## config.mk

```make
export PLATFORM = sky130hd
export DESIGN_NAME = systolic_cell
export DESIGN_NICKNAME = d
export VERILOG_FILES = /design/src/rtl/systolic_cell.sv
export SDC_FILE = /design/constraint.sdc
export NUM_CORES = 1
export LEC_CHECK = 0
export ABC_AREA = 1
export BUFFER_PORTS_ARGS = -buffer_cell sky130_fd_sc_hd__clkbuf_2
export CAP_MARGIN = 20
export CORE_ASPECT_RATIO = 1.4
export CORE_UTILIZATION = 40
export CTS_CLUSTER_SIZE = 12
export DETAILED_ROUTE_END_ITERATION = 10
export PLACE_DENSITY_LB_ADDON = 0.25
export SYNTH_ARGS = -nofsm -noshare
export SYNTH_HDL_FRONTEND = slang
export SYNTH_SLANG_ARGS = --single-unit
```

## constraint.sdc

```tcl
create_clock -name clk -period 6.99 [get_ports clk]
set_input_delay 1.398 -clock clk [delete_from_list [all_inputs] [get_ports clk]]
set_output_delay 1.398 -clock clk [all_outputs]
set_load 0.02 [all_outputs]
```

## src/rtl/systolic_cell.sv

```systemverilog
// -----------------------------------------------------------------------------
// systolic_cell
//
// This is one cell of a systolic array. Operand a moves from left to right.
// Operand b moves from top to bottom. The partial sum c moves along the
// diagonal. Every output is a register, so a chain of N cells delays a and b
// by exactly N cycles. The sum that a cell produces stays aligned in time with
// the operands that produced it.
//
// Modes (IS_DELAY):
//   0 : processing element (PE). c_out <= (c_in + a_in*b_in) mod 2^ACC_W.
//       The multiply is unsigned and keeps the full 2*DATA_W result. The sum
//       wraps (no saturation and no overflow flag).
//   1 : delay element (De). This is a pure one-cycle skew register for a and b.
//       The multiplier and adder are not built. c_in is ignored and c_out is
//       tied to 0.
//
// Ports:
//   clk    in   1       rising-edge clock
//   rst    in   1       synchronous active-high reset (clears all outputs)
//   a_in   in   DATA_W  horizontal operand
//   b_in   in   DATA_W  vertical operand
//   c_in   in   ACC_W   incoming partial sum (tie to 0 at the array edges)
//   a_out  out  DATA_W  registered a_in, to the right neighbour
//   b_out  out  DATA_W  registered b_in, to the lower neighbour
//   c_out  out  ACC_W   registered partial sum, to the diagonal neighbour
// -----------------------------------------------------------------------------
module systolic_cell #(
    parameter int DATA_W   = 8,
    parameter int ACC_W    = 8,
    parameter bit IS_DELAY = 1'b0
) (
    input  logic              clk,
    input  logic              rst,
    input  logic [DATA_W-1:0] a_in,
    input  logic [DATA_W-1:0] b_in,
    input  logic [ACC_W-1:0]  c_in,
    output logic [DATA_W-1:0] a_out,
    output logic [DATA_W-1:0] b_out,
    output logic [ACC_W-1:0]  c_out
);

    // The declaration initialisers give the zero power-up state in
    // simulation. The reset gives the same state in hardware.
    logic [DATA_W-1:0] a_q = '0;
    logic [DATA_W-1:0] b_q = '0;

    // NOTE: sequential state uses non-blocking assignments. Then every cell in
    // a chain samples its neighbour's old value on the same edge, and the
    // result does not depend on the order in which the processes run.
    always_ff @(posedge clk) begin
        if (rst) begin
            a_q <= '0;
            b_q <= '0;
        end else begin
            a_q <= a_in;
            b_q <= b_in;
        end
    end

    assign a_out = a_q;
    assign b_out = b_q;

    generate
        if (IS_DELAY == 1'b0) begin : g_pe
            // The arithmetic is done wide enough to hold the full product and
            // the incoming sum. The result is then cut to ACC_W bits. Because
            // the result is reduced mod 2^ACC_W, this matches truncating the
            // sum directly.
            localparam int SUM_W = (ACC_W > 2 * DATA_W) ? ACC_W : 2 * DATA_W;

            logic [SUM_W-1:0] sum_full;
            logic [ACC_W-1:0] sum_q = '0;

            assign sum_full = SUM_W'(a_in) * SUM_W'(b_in) + SUM_W'(c_in);

            always_ff @(posedge clk) begin
                if (rst) begin
                    sum_q <= '0;
                end else begin
                    sum_q <= sum_full[ACC_W-1:0];
                end
            end

            assign c_out = sum_q;
        end else begin : g_de
            // The skew register carries no partial sum. This constant keeps
            // c_out at 0 with no path from any input.
            assign c_out = '0;
        end
    endgenerate

endmodule

```

## After elaboration in Yosys (flattened, before gate mapping)

Index checks and enable logic that the tools add are counted.

- Register bits after elaboration: 24
- Output and inout bits: 24
- Logic and storage cells: 5

- Add/subtract/negate cells: 1
- Multiply operators: 1

Operator list:

| cell | count |
|---|---|
| $add A8 B8 Y8 | 1 |
| $mul A8 B8 Y8 | 1 |

## Logic depth before layout (Yosys ltp)

- Depth after elaboration: 2
- Mapped depth: 20
- Mapped depth without buffers: 19

## Least setup slack after synthesis

No wires, ideal clock.

- Path kind: input port to flip-flop
- From: input b_in[1]
- To: register g_pe.sum_q[7] (netlist: c_out[7])
- Library setup time: 0.114 ns
- Data arrival time: 4.635 ns
- Required time: 6.876 ns
- Setup slack: 2.241 ns
- Stages on the path: 18
- Buffers on the path: 1
- Path through: buf_2 nand2_1 fa_1 inv_1 fa_1 inv_1 fa_1 fa_1 inv_1 ha_1 a21oi_1 nand3_1 nand2_1 inv_1 nand2_1 nand2_1 nor2_1 nor2_2

- Cells in the longest elaborated chain, start to end: 2

Ends and longest elaborated chain:

| item | line | RTL |
|---|---|---|
| from (decl) | 36 | `input logic [DATA_W-1:0] b_in,` |
| $mul A8 B8 Y8 | 75 | `assign sum_full = SUM_W'(a_in) * SUM_W'(b_in) + SUM_W'(c_in);` |
| $add A8 B8 Y8 | 75 |  |
| to (signal assigned) | 81 | `sum_q <= sum_full[ACC_W-1:0];` |
| to (decl) | 73 | `logic [ACC_W-1:0] sum_q = '0;` |

No other way between the ends.
A chain may end at the register's enable or synchronous reset.

## Final worst setup path

Ends and elaborated chain as after synthesis.

==> impl_metrics.ini <==
[outcome]
status = finished clean

[layout]
antenna_cells = 0
drive_above_1_share_pct = 19.8
area_growth_pct = 18.1
final_nets = 375
instances_no_fill = 375

[job]
maxCapViolCount = 0

[worst_hold_path]
hp-start = a_in[7]
hold_path_depth = 3
min_path_type = primary input to flop
holdPathEnd = a_out[7]

[clocking]
cts_tree = done
clock_path_buffers = 2
cts_setup_buffers = 0
postCtsHoldBufs = 0
cts-root-buf = clkbuf_8
cts_buffers = 3
clkTransAtPathRegs_ns = 0.09
post_cts_resized = 0
cts_max_level = 1
cts_sinks = 24

[floorplan]
initial_core_util_pct = 41.9
die_area_sq_um = 5080
die_y_um = 83.9
die_width_um = 60.5
io_pins = 50
core-area_sq_um = 4570
rows = 29

[timing]
slew_viol_final = 0
setup_ws_ns = 2.34
finalSetupViolCount = 0
period_needed_ns = 4.65
tns_ns = 0
max_slew_margin_pct = 68.4
tightest_slew_ns = 0.474
whs_ns = 1.34
finalCritPeriodShare_pct = 66.5
hold_viol = 0
rsz0062_at_grt = false
max_freq_ghz = 0.215

[critical_path]
required_ns = 7.16
cp_top_family = adder cells
slowest_delay_ns = 0.54
path_buf_inv = 4
critPathArrivalTime_ns = 4.82
crit_type = primary input to flop
endpoint_kind = flop
crit_slowest_cell = fa_1
cp_cell_sequence = clkbuf_2 > nand2_1 > fa_1 > inv_1 > fa_1 > inv_1 > fa_1 > fa_1 > inv_1 > ha_1 > a21oi_1 > nand2_1 > nand2_1 > nand2_1 > nand3_1 > nand2_1 > nor2_1 > nor2_2
cp_max_fo = 8
cp_common_cell = nand2_1
critical_path.startpoint_type = primary input

[pwr]
p_sw_mw = 0.199
power.internal_mw = 0.324
p_leak_nw = 1.47
power_density_nw_per_um2 = 231
vdd_drop_max_mv = 0.0723
clkPwrFrac_pct = 23.3
power_frac_seq_pct = 30.5
power_mw = 0.523
netSwitchingFraction_pct = 38.0
p_comb_share_pct = 46.2

[route]
drt-wirelength-per-cell_um = 9.65
first_iter_violations = 45
vias = 1597
route.detailed.drc = 0
ant_nets = 0
routed_via_density = 4.26
drtPass1Iterations = 4
route.final.wire_length_mm = 3.62

[placed_design]
dp_cells = 371
gp_congestion = 0.818
place_ws_ns = 2.03
dp_hpwl_mm = 3.03
io_buffers = 49

[synth]
synthArstFlopShare_pct = 0
syn_area_per_cell_sq_um = 7.18
synth_seq_cells = 24
yosysWarnings = 0
ys_types = 23
yosysSeqAreaShare_pct = 25.1
syn_nets = 328
synth_area_sq_um = 1920
yosys-top-cells-area = dfxtp_1 (25%), fa_1 (19%), inv_1 (16%), nand2_1 (13%), ha_1 (11%)
synth.top_cell.area_share_pct = 25.1
yosys.area.top_type = dfxtp_1
syn-instance-count = 267
synth_top_cells_by_count = inv_1 (82), nand2_1 (65), nor2_1 (26)
synth_edf_count = 0
synth_most_common_cell = inv_1
synthFlopType = dfxtp_1

[global_routing]
grt_max_degree = 23
grt.met3_usage_pct = 2.02
overflow = 0
grt.total_usage_pct = 16.3
grt_pass1_wl_mm = 6.22
gr-usage-met1_pct = 19.4
globalRouteMet2Util_pct = 28.8
antenna_found_initial = 0
top_usage_layer = met2
grt_pass1_vias = 1450
-- metrics by stage --
stage	util (%)	instance area, sq um
global placement	48.0	2190
finish	49.5	2260
CTS	49.5	2260
detailed placement	48.0	2190
global route	49.5	2260
floorplan	-	1920
-- cell families after synthesis --
| family | after synthesis | share of synthesized area (%) |
|---|---|---|
| flip-flops | 24 | 25.1 |
| adder cells (fa/ha/maj) | 35 | 29.9 |
| XOR/XNOR | 2 | 0.914 |
| buffers and inverters | 90 | 18.7 |
| AND/OR/NAND/NOR | 109 | 23.5 |
| AO/OA/AOI/OAI | 7 | 1.96 |
-- power groups by stage --
stage / registers (mW) / logic [mW] / clock network [mW]
floorplan: 0.188 / 0.158 / 0
global placement: 0.163 / 0.236 / 0
detailed placement: 0.164 / 0.244 / 0
CTS: 0.160 / 0.246 / 0.127
global route: 0.162 / 0.287 / 0.133
finish: 0.160 / 0.242 / 0.122
-- how the worst max path moves through the flow --
stage                 start  endpoint  slack (ns)  cells past startpoint
global route        b_in[1]  c_out[7]        2.09                     18
detailed placement  b_in[1]  c_out[7]        2.03                     18
finish              b_in[1]  c_out[7]        2.34                     18
global placement    b_in[1]  c_out[7]        2.13                     18
CTS                 b_in[1]  c_out[7]        2.33                     18
floorplan           b_in[1]  c_out[7]        2.24                     18
-- cell usage in the layout, fill, tap and decap left out, drive strengths merged --
master  Yosys  routed
clkbuf      2      52
nor2       27      27
xnor2       1       1
fa         18      18
nand2      71      71
bufinv      0       1
ha         17      17
nand4       1       1
nand3b      1       1
or2         1       1
o21ai       2       2
xor2        1       1
dfxtp      24      24
a21oi       4       4
nand3       8       8
inv        83      83
a21boi      1       1
-- registers in the layout, summed over array words and instances, names as in the netlist --
name   cells
b_out      8
c_out      8
a_out      8
-- routing by layer --
layer | up-vias | part of all wire, %
met4 | 0 | 1.6
met2 | 39 | 54
met1 | 713 | 40
met3 | 5 | 4.1
li1 | 840 | -
met5 | - | 0
-- layout make-up --
cell class,count,area (sq um)
fillers,502,2310
multi-input cells,153,1080
flip-flops and latches,24,480
inverters,83,312
repair buffers,49,245
well taps,62,77.6
clock buffers,3,41.3
clock inverters,1,30.0
No activity file was read; power rests on OpenSTA's default activity.
